**src/rtl/match_disp_pkg.sv**
```systemverilog
// Shared constants and helpers for the match-count seven-segment display.
// Segment codes are active-low in {g,f,e,d,c,b,a} order.
package match_disp_pkg;

  localparam logic [6:0] SEG_BLANK = 7'h7F;
  localparam logic [6:0] SEG_0     = 7'h40;
  localparam logic [6:0] SEG_1     = 7'h79;
  localparam logic [6:0] SEG_2     = 7'h24;
  localparam logic [6:0] SEG_3     = 7'h30;
  localparam logic [6:0] SEG_4     = 7'h19;
  localparam logic [6:0] SEG_5     = 7'h12;
  localparam logic [6:0] SEG_6     = 7'h02;
  localparam logic [6:0] SEG_7     = 7'h78;
  localparam logic [6:0] SEG_8     = 7'h00;
  localparam logic [6:0] SEG_9     = 7'h10;

  function automatic logic [6:0] bcd_to_seg(input logic [3:0] d);
    logic [6:0] s;
    case (d)
      4'd0:    s = SEG_0;
      4'd1:    s = SEG_1;
      4'd2:    s = SEG_2;
      4'd3:    s = SEG_3;
      4'd4:    s = SEG_4;
      4'd5:    s = SEG_5;
      4'd6:    s = SEG_6;
      4'd7:    s = SEG_7;
      4'd8:    s = SEG_8;
      4'd9:    s = SEG_9;
      default: s = SEG_BLANK;
    endcase
    return s;
  endfunction

endpackage

```
**src/rtl/match_count_display_bcd_digit.sv**
```systemverilog
// One decade of the event counter: wraps 9 -> 0 on inc and offers a carry
// so decades can be chained combinationally.
module bcd_digit (
  input  logic       clk,
  input  logic       rst,
  input  logic       clr,
  input  logic       inc,
  output logic [3:0] q,
  output logic       carry
);

  logic [3:0] q_r;

  // decade register; clr outranks inc
  always_ff @(posedge clk) begin
    if (!rst) begin
      q_r <= 4'd0;
    end else if (clr) begin
      q_r <= 4'd0;
    end else if (inc) begin
      q_r <= (q_r == 4'd9) ? 4'd0 : q_r + 4'd1;
    end else begin
      q_r <= q_r;
    end
  end

  assign q     = q_r;
  assign carry = inc & (q_r == 4'd9);

endmodule

```
**src/rtl/match_count_display.sv**
```systemverilog
// Counts rising edges of the detector output in BCD and scans the frozen-able
// snapshot of that count onto an active-low multiplexed seven-segment display.
module match_count_display
  import match_disp_pkg::*;
#(
  parameter int DIGITS      = 4,
  parameter int REFRESH_DIV = 50000,
  parameter int SATURATE    = 1,
  parameter int BLANK_LZ    = 1
) (
  input  logic              clk,
  input  logic              rst,
  input  logic              det,
  input  logic              clr,
  input  logic              hold,
  output logic [DIGITS-1:0] an,
  output logic [6:0]        seg,
  output logic              dp,
  output logic              ovf
);

  localparam int   IDX_W  = (DIGITS > 1) ? $clog2(DIGITS) : 1;
  localparam int   CNT_W  = $clog2(REFRESH_DIV);
  localparam logic SAT_EN = (SATURATE != 0);
  localparam logic LZ_EN  = (BLANK_LZ != 0);

  logic                  det_q_r;
  logic                  ovf_r;
  logic [4*DIGITS-1:0]   snap_r;
  logic [CNT_W-1:0]      ref_cnt_r;
  logic [IDX_W-1:0]      idx_r;
  logic [DIGITS-1:0]     an_r;
  logic [6:0]            seg_r;
  logic                  dp_r;

  logic                  evt_s;
  logic                  all9_s;
  logic                  ovf_set_s;
  logic [4*DIGITS-1:0]   count_s;
  logic [DIGITS:0]       inc_s;
  logic [DIGITS-1:0]     lz_s;
  logic                  lz_hi_s;
  logic [3:0]            digit_s;
  logic                  blank_s;
  logic [DIGITS-1:0]     an_nxt_s;
  logic [6:0]            seg_nxt_s;
  logic                  dp_nxt_s;

  assign evt_s = det & ~det_q_r;

  // In saturate mode the whole chain is frozen at all-9s; in wrap mode the top carry is the wrap.
  assign inc_s[0]  = evt_s & ~clr & ~(SAT_EN & all9_s);
  assign ovf_set_s = SAT_EN ? (evt_s & all9_s) : inc_s[DIGITS];

  for (genvar g = 0; g < DIGITS; g++) begin : g_digit
    bcd_digit u_digit (
      .clk   (clk),
      .rst   (rst),
      .clr   (clr),
      .inc   (inc_s[g]),
      .q     (count_s[4*g +: 4]),
      .carry (inc_s[g+1])
    );
  end

  // all-nines detect across every decade
  always_comb begin
    all9_s = 1'b1;
    for (int i = 0; i < DIGITS; i++) begin
      all9_s = all9_s & (count_s[4*i +: 4] == 4'd9);
    end
  end

  // edge history, sticky overflow and display snapshot
  always_ff @(posedge clk) begin
    if (!rst) begin
      det_q_r <= 1'b0;
      ovf_r   <= 1'b0;
      snap_r  <= '0;
    end else begin
      det_q_r <= det;
      if (clr) begin
        ovf_r <= 1'b0;
      end else if (ovf_set_s) begin
        ovf_r <= 1'b1;
      end else begin
        ovf_r <= ovf_r;
      end
      if (!hold) begin
        snap_r <= count_s;
      end else begin
        snap_r <= snap_r;
      end
    end
  end

  // refresh divider and digit scan index
  always_ff @(posedge clk) begin
    if (!rst) begin
      ref_cnt_r <= '0;
      idx_r     <= '0;
    end else if (ref_cnt_r == CNT_W'(REFRESH_DIV - 1)) begin
      ref_cnt_r <= '0;
      idx_r     <= (idx_r == IDX_W'(DIGITS - 1)) ? '0 : idx_r + IDX_W'(1);
    end else begin
      ref_cnt_r <= ref_cnt_r + CNT_W'(1);
      idx_r     <= idx_r;
    end
  end

  // lz_s[i] is set when snapshot digit i and everything above it are zero
  always_comb begin
    lz_hi_s = 1'b1;
    lz_s    = '0;
    for (int i = DIGITS - 1; i >= 0; i--) begin
      lz_hi_s = lz_hi_s & (snap_r[4*i +: 4] == 4'd0);
      lz_s[i] = lz_hi_s;
    end
  end

  // scan mux and decode feeding the output registers
  always_comb begin
    digit_s   = snap_r[4*int'(idx_r) +: 4];
    blank_s   = LZ_EN & (idx_r != IDX_W'(0)) & lz_s[idx_r];
    an_nxt_s  = ~(DIGITS'(1) << idx_r);
    seg_nxt_s = blank_s ? SEG_BLANK : bcd_to_seg(digit_s);
    dp_nxt_s  = ~((idx_r == IDX_W'(0)) & ovf_r);
  end

  // registered pin drivers
  always_ff @(posedge clk) begin
    if (!rst) begin
      an_r  <= '1;
      seg_r <= SEG_BLANK;
      dp_r  <= 1'b1;
    end else begin
      an_r  <= an_nxt_s;
      seg_r <= seg_nxt_s;
      dp_r  <= dp_nxt_s;
    end
  end

  assign an  = an_r;
  assign seg = seg_r;
  assign dp  = dp_r;
  assign ovf = ovf_r;

endmodule
```
**config.mk**
```make
export PLATFORM = sky130hd
export DESIGN_NAME = match_count_display
export DESIGN_NICKNAME = d
export VERILOG_FILES = /design/src/rtl/match_disp_pkg.sv /design/src/rtl/match_count_display_bcd_digit.sv /design/src/rtl/match_count_display.sv
export SDC_FILE = /design/constraint.sdc
export NUM_CORES = 1
export LEC_CHECK = 0
export CAP_MARGIN = 0
export CORE_ASPECT_RATIO = 1.5
export CORE_MARGIN = 10
export CORE_UTILIZATION = 44
export CTS_BUF_LIST = sky130_fd_sc_hd__clkbuf_8
export DETAILED_ROUTE_END_ITERATION = 8
export GPL_TIMING_DRIVEN = 0
export SLEW_MARGIN = 15
export SYNTH_ARGS = -nofsm -noshare
export SYNTH_HDL_FRONTEND = slang
export SYNTH_HIERARCHICAL = 1
export SYNTH_SLANG_ARGS = --single-unit
```
**constraint.sdc**
```tcl
create_clock -name clk -period 7.95 [get_ports clk]
set_clock_uncertainty 0.2 [all_clocks]
set_input_delay 1.9875 -clock clk [delete_from_list [all_inputs] [get_ports clk]]
set_output_delay 1.9875 -clock clk [all_outputs]
set_load 0.01 [all_outputs]
```
==> flow_summary.toml <==
[clocking]
clkLatencyLatePin_ns = 0.35
postCtsSetupBuffers = 0
cts_resized = 0
clkSinkCount = 64
cts-root-buf = "clkbuf_8"
numCtsBuffers = 9
cts_tree = "built"
hold_buffers = 0
cts.path.max_buffers = 2
htree_levels = 3
clk_pin_slew_ns = 0.07

[die]
dieWidth_um = 86.8
core-area_mm2 = 0.00649
rows = 36
num_io_pins = 18
die_h_um = 120
initial_core_util = 0.454
dieArea_mm2 = 0.0104

[final_layout]
post-route-util = 0.525
stdcell_area_mm2 = 0.00341
final_net_count = 344
antenna_cells = 0
instances_no_fill = 409
fillers = 609
areaGrowthSynthToFinish_pct = 15.6
drive_above_1_share = 0.129

[sta]
period_share = 0.722
setup_viol = 0
fin_crit_ns = 5.74
worst_pin_slew_ns = 0.750
worst_slack_ns = 2.21
fmax_ghz = 0.174
grt_setup_unrepaired = "false"
report.final.slew_viol_count = 0
hold_viol = 0
slew_headroom = 0.493
setup_tns_ns = 0

[global_route]
overflow = 0
antenna_found_initial = 0
track_usage = 0.122
grt_pass1_wl_um = 10100
grt_max_degree = 11
grt_pass1_vias = 2170

[synthesis]
netlist_instances = 302
syn-num-nets = 317
synth_warnings = 6
synth_area_per_cell_um2 = 9.76
synth_area_mm2 = 0.00295

[worst_setup_path]
cp-start-kind = "input port"
crit_arrival_ns = 5.82
endpoint_kind = "register"
crit_required_ns = 8.03
crit_fanout = 6
crit_type = "in -> reg"

[route]
vias_per_cell = 5.32
detail_route.wl_per_cell_um = 14.4
vias = 2176
postRouteAntennaNets = 0
drtIter0Drc = 120
finalWirelength_um = 5880
firstDrtPassIters = 4
route.detailed.drc = 0

[placement]
portBuffers = 16
place.gp.congestion = 0.774
pre_cts_ws_ns = 1.86
post-place-cells = 394
place_area_mm2 = 0.00320
dp_hpwl_um = 4280

[pwr]
pwr-share-clk = 0.450
power_density_mw_per_mm2 = 187
p_leak_nw = 1.25
p_switching_uw = 135
p_int_uw = 504
pwr-share-seq = 0.511
sw_frac_of_total = 0.211
peakVddDrop_uv = 89.6
power_frac_comb = 0.038

[hold_path]
hold_class = "reg -> reg"

[flow_run]
drv_cap = 0

[run_status]
outcome = "finished clean"
==> critical path, stage by stage <==
cell             delay, ns
clkdlybuf4s50_1       0.53
nor4b_1               0.72
nand2_2               0.17
nor3b_1               0.52
nand2_2               0.14
nor3b_1               0.52
nand2_2               0.14
nor3b_1               0.49
nand2_2               0.12
or3_1                 0.37
a21oi_2               0.11
==> stage by stage <==
stage | hold WS, ns | power, mW
after floorplan | 0.223 | 0.348
after global placement | 0.199 | 0.359
after detailed placement | 0.204 | 0.359
after CTS | 0.220 | 0.647
after global routing | 0.258 | 0.662
final | 0.221 | 0.639
==> cell usage in the layout (no fill, tap or decap), drive strengths merged, types with 5 or more instances in the layout <==
| master | count |
|---|---|
| nand2b | 6 |
| nand3 | 11 |
| nand4 | 5 |
| xnor2 | 7 |
| or3 | 7 |
| xor2 | 14 |
| clkdlybuf4s50 | 16 |
| nor2b | 26 |
| inv | 8 |
| nand2 | 18 |
| buf | 8 |
| and3 | 5 |
| mux2i | 17 |
| a21oi | 16 |
| nor2 | 24 |
| clkbuf | 16 |
| dfxtp | 64 |
| ha | 10 |
| o21ai | 16 |
==> power by group through the flow <==
stage	Clock (mW)	Sequential, mW	Combinational, mW
2_1_floorplan	0	0.335	0.0137
3_3_place_gp	0	0.334	0.0249
3_5_place_dp	0	0.334	0.0250
4_1_cts	0.295	0.327	0.0251
5_1_grt	0.308	0.327	0.0273
6_report	0.287	0.327	0.0245
==> final timing paths <==
kind | startpoint | end | slack [ns] | cells after the start
worst max-delay path | clr | g_digit[3].u_digit/q[1] | 2.21 | 11
worst min-delay path | ovf | dp | 0.22 | 1
worst max register to register | g_digit[2].u_digit/q[1] | g_digit[3].u_digit/q[1] | 3.72 | 12
worst min register to register | ovf | dp | 0.22 | 1
==> state kept, by name, indices dropped and copies added (netlist names) <==
name / flops
det_q_r: 1
g_digit.u_digit/q: 16
an: 4
ovf: 1
ref_cnt_r: 16
idx_r: 2
seg: 7
dp: 1
snap_r: 16
==> cell type report <==
type,count,area (µm²),share of cell area
timing repair buffer,16,160,0.0470
clock buffer,12,165,0.0485
tap,76,95.1,0.0279
clock inverter,3,40.0,0.0118
sequential,64,1280,0.376
buffer,12,73.8,0.0217
multi-input combinational,218,1560,0.458
inverter,8,30.0,0.00881
==> per-layer routing <==
metal	track usage	wire length, µm	vias to the layer above
met4	0.0864	199	0
met2	0.196	2940	33
met1	0.137	2560	1022
met3	0.0289	184	12
li1	-	-	1109
met5	0	0	-
No activity file was read; power rests on OpenSTA's default activity.
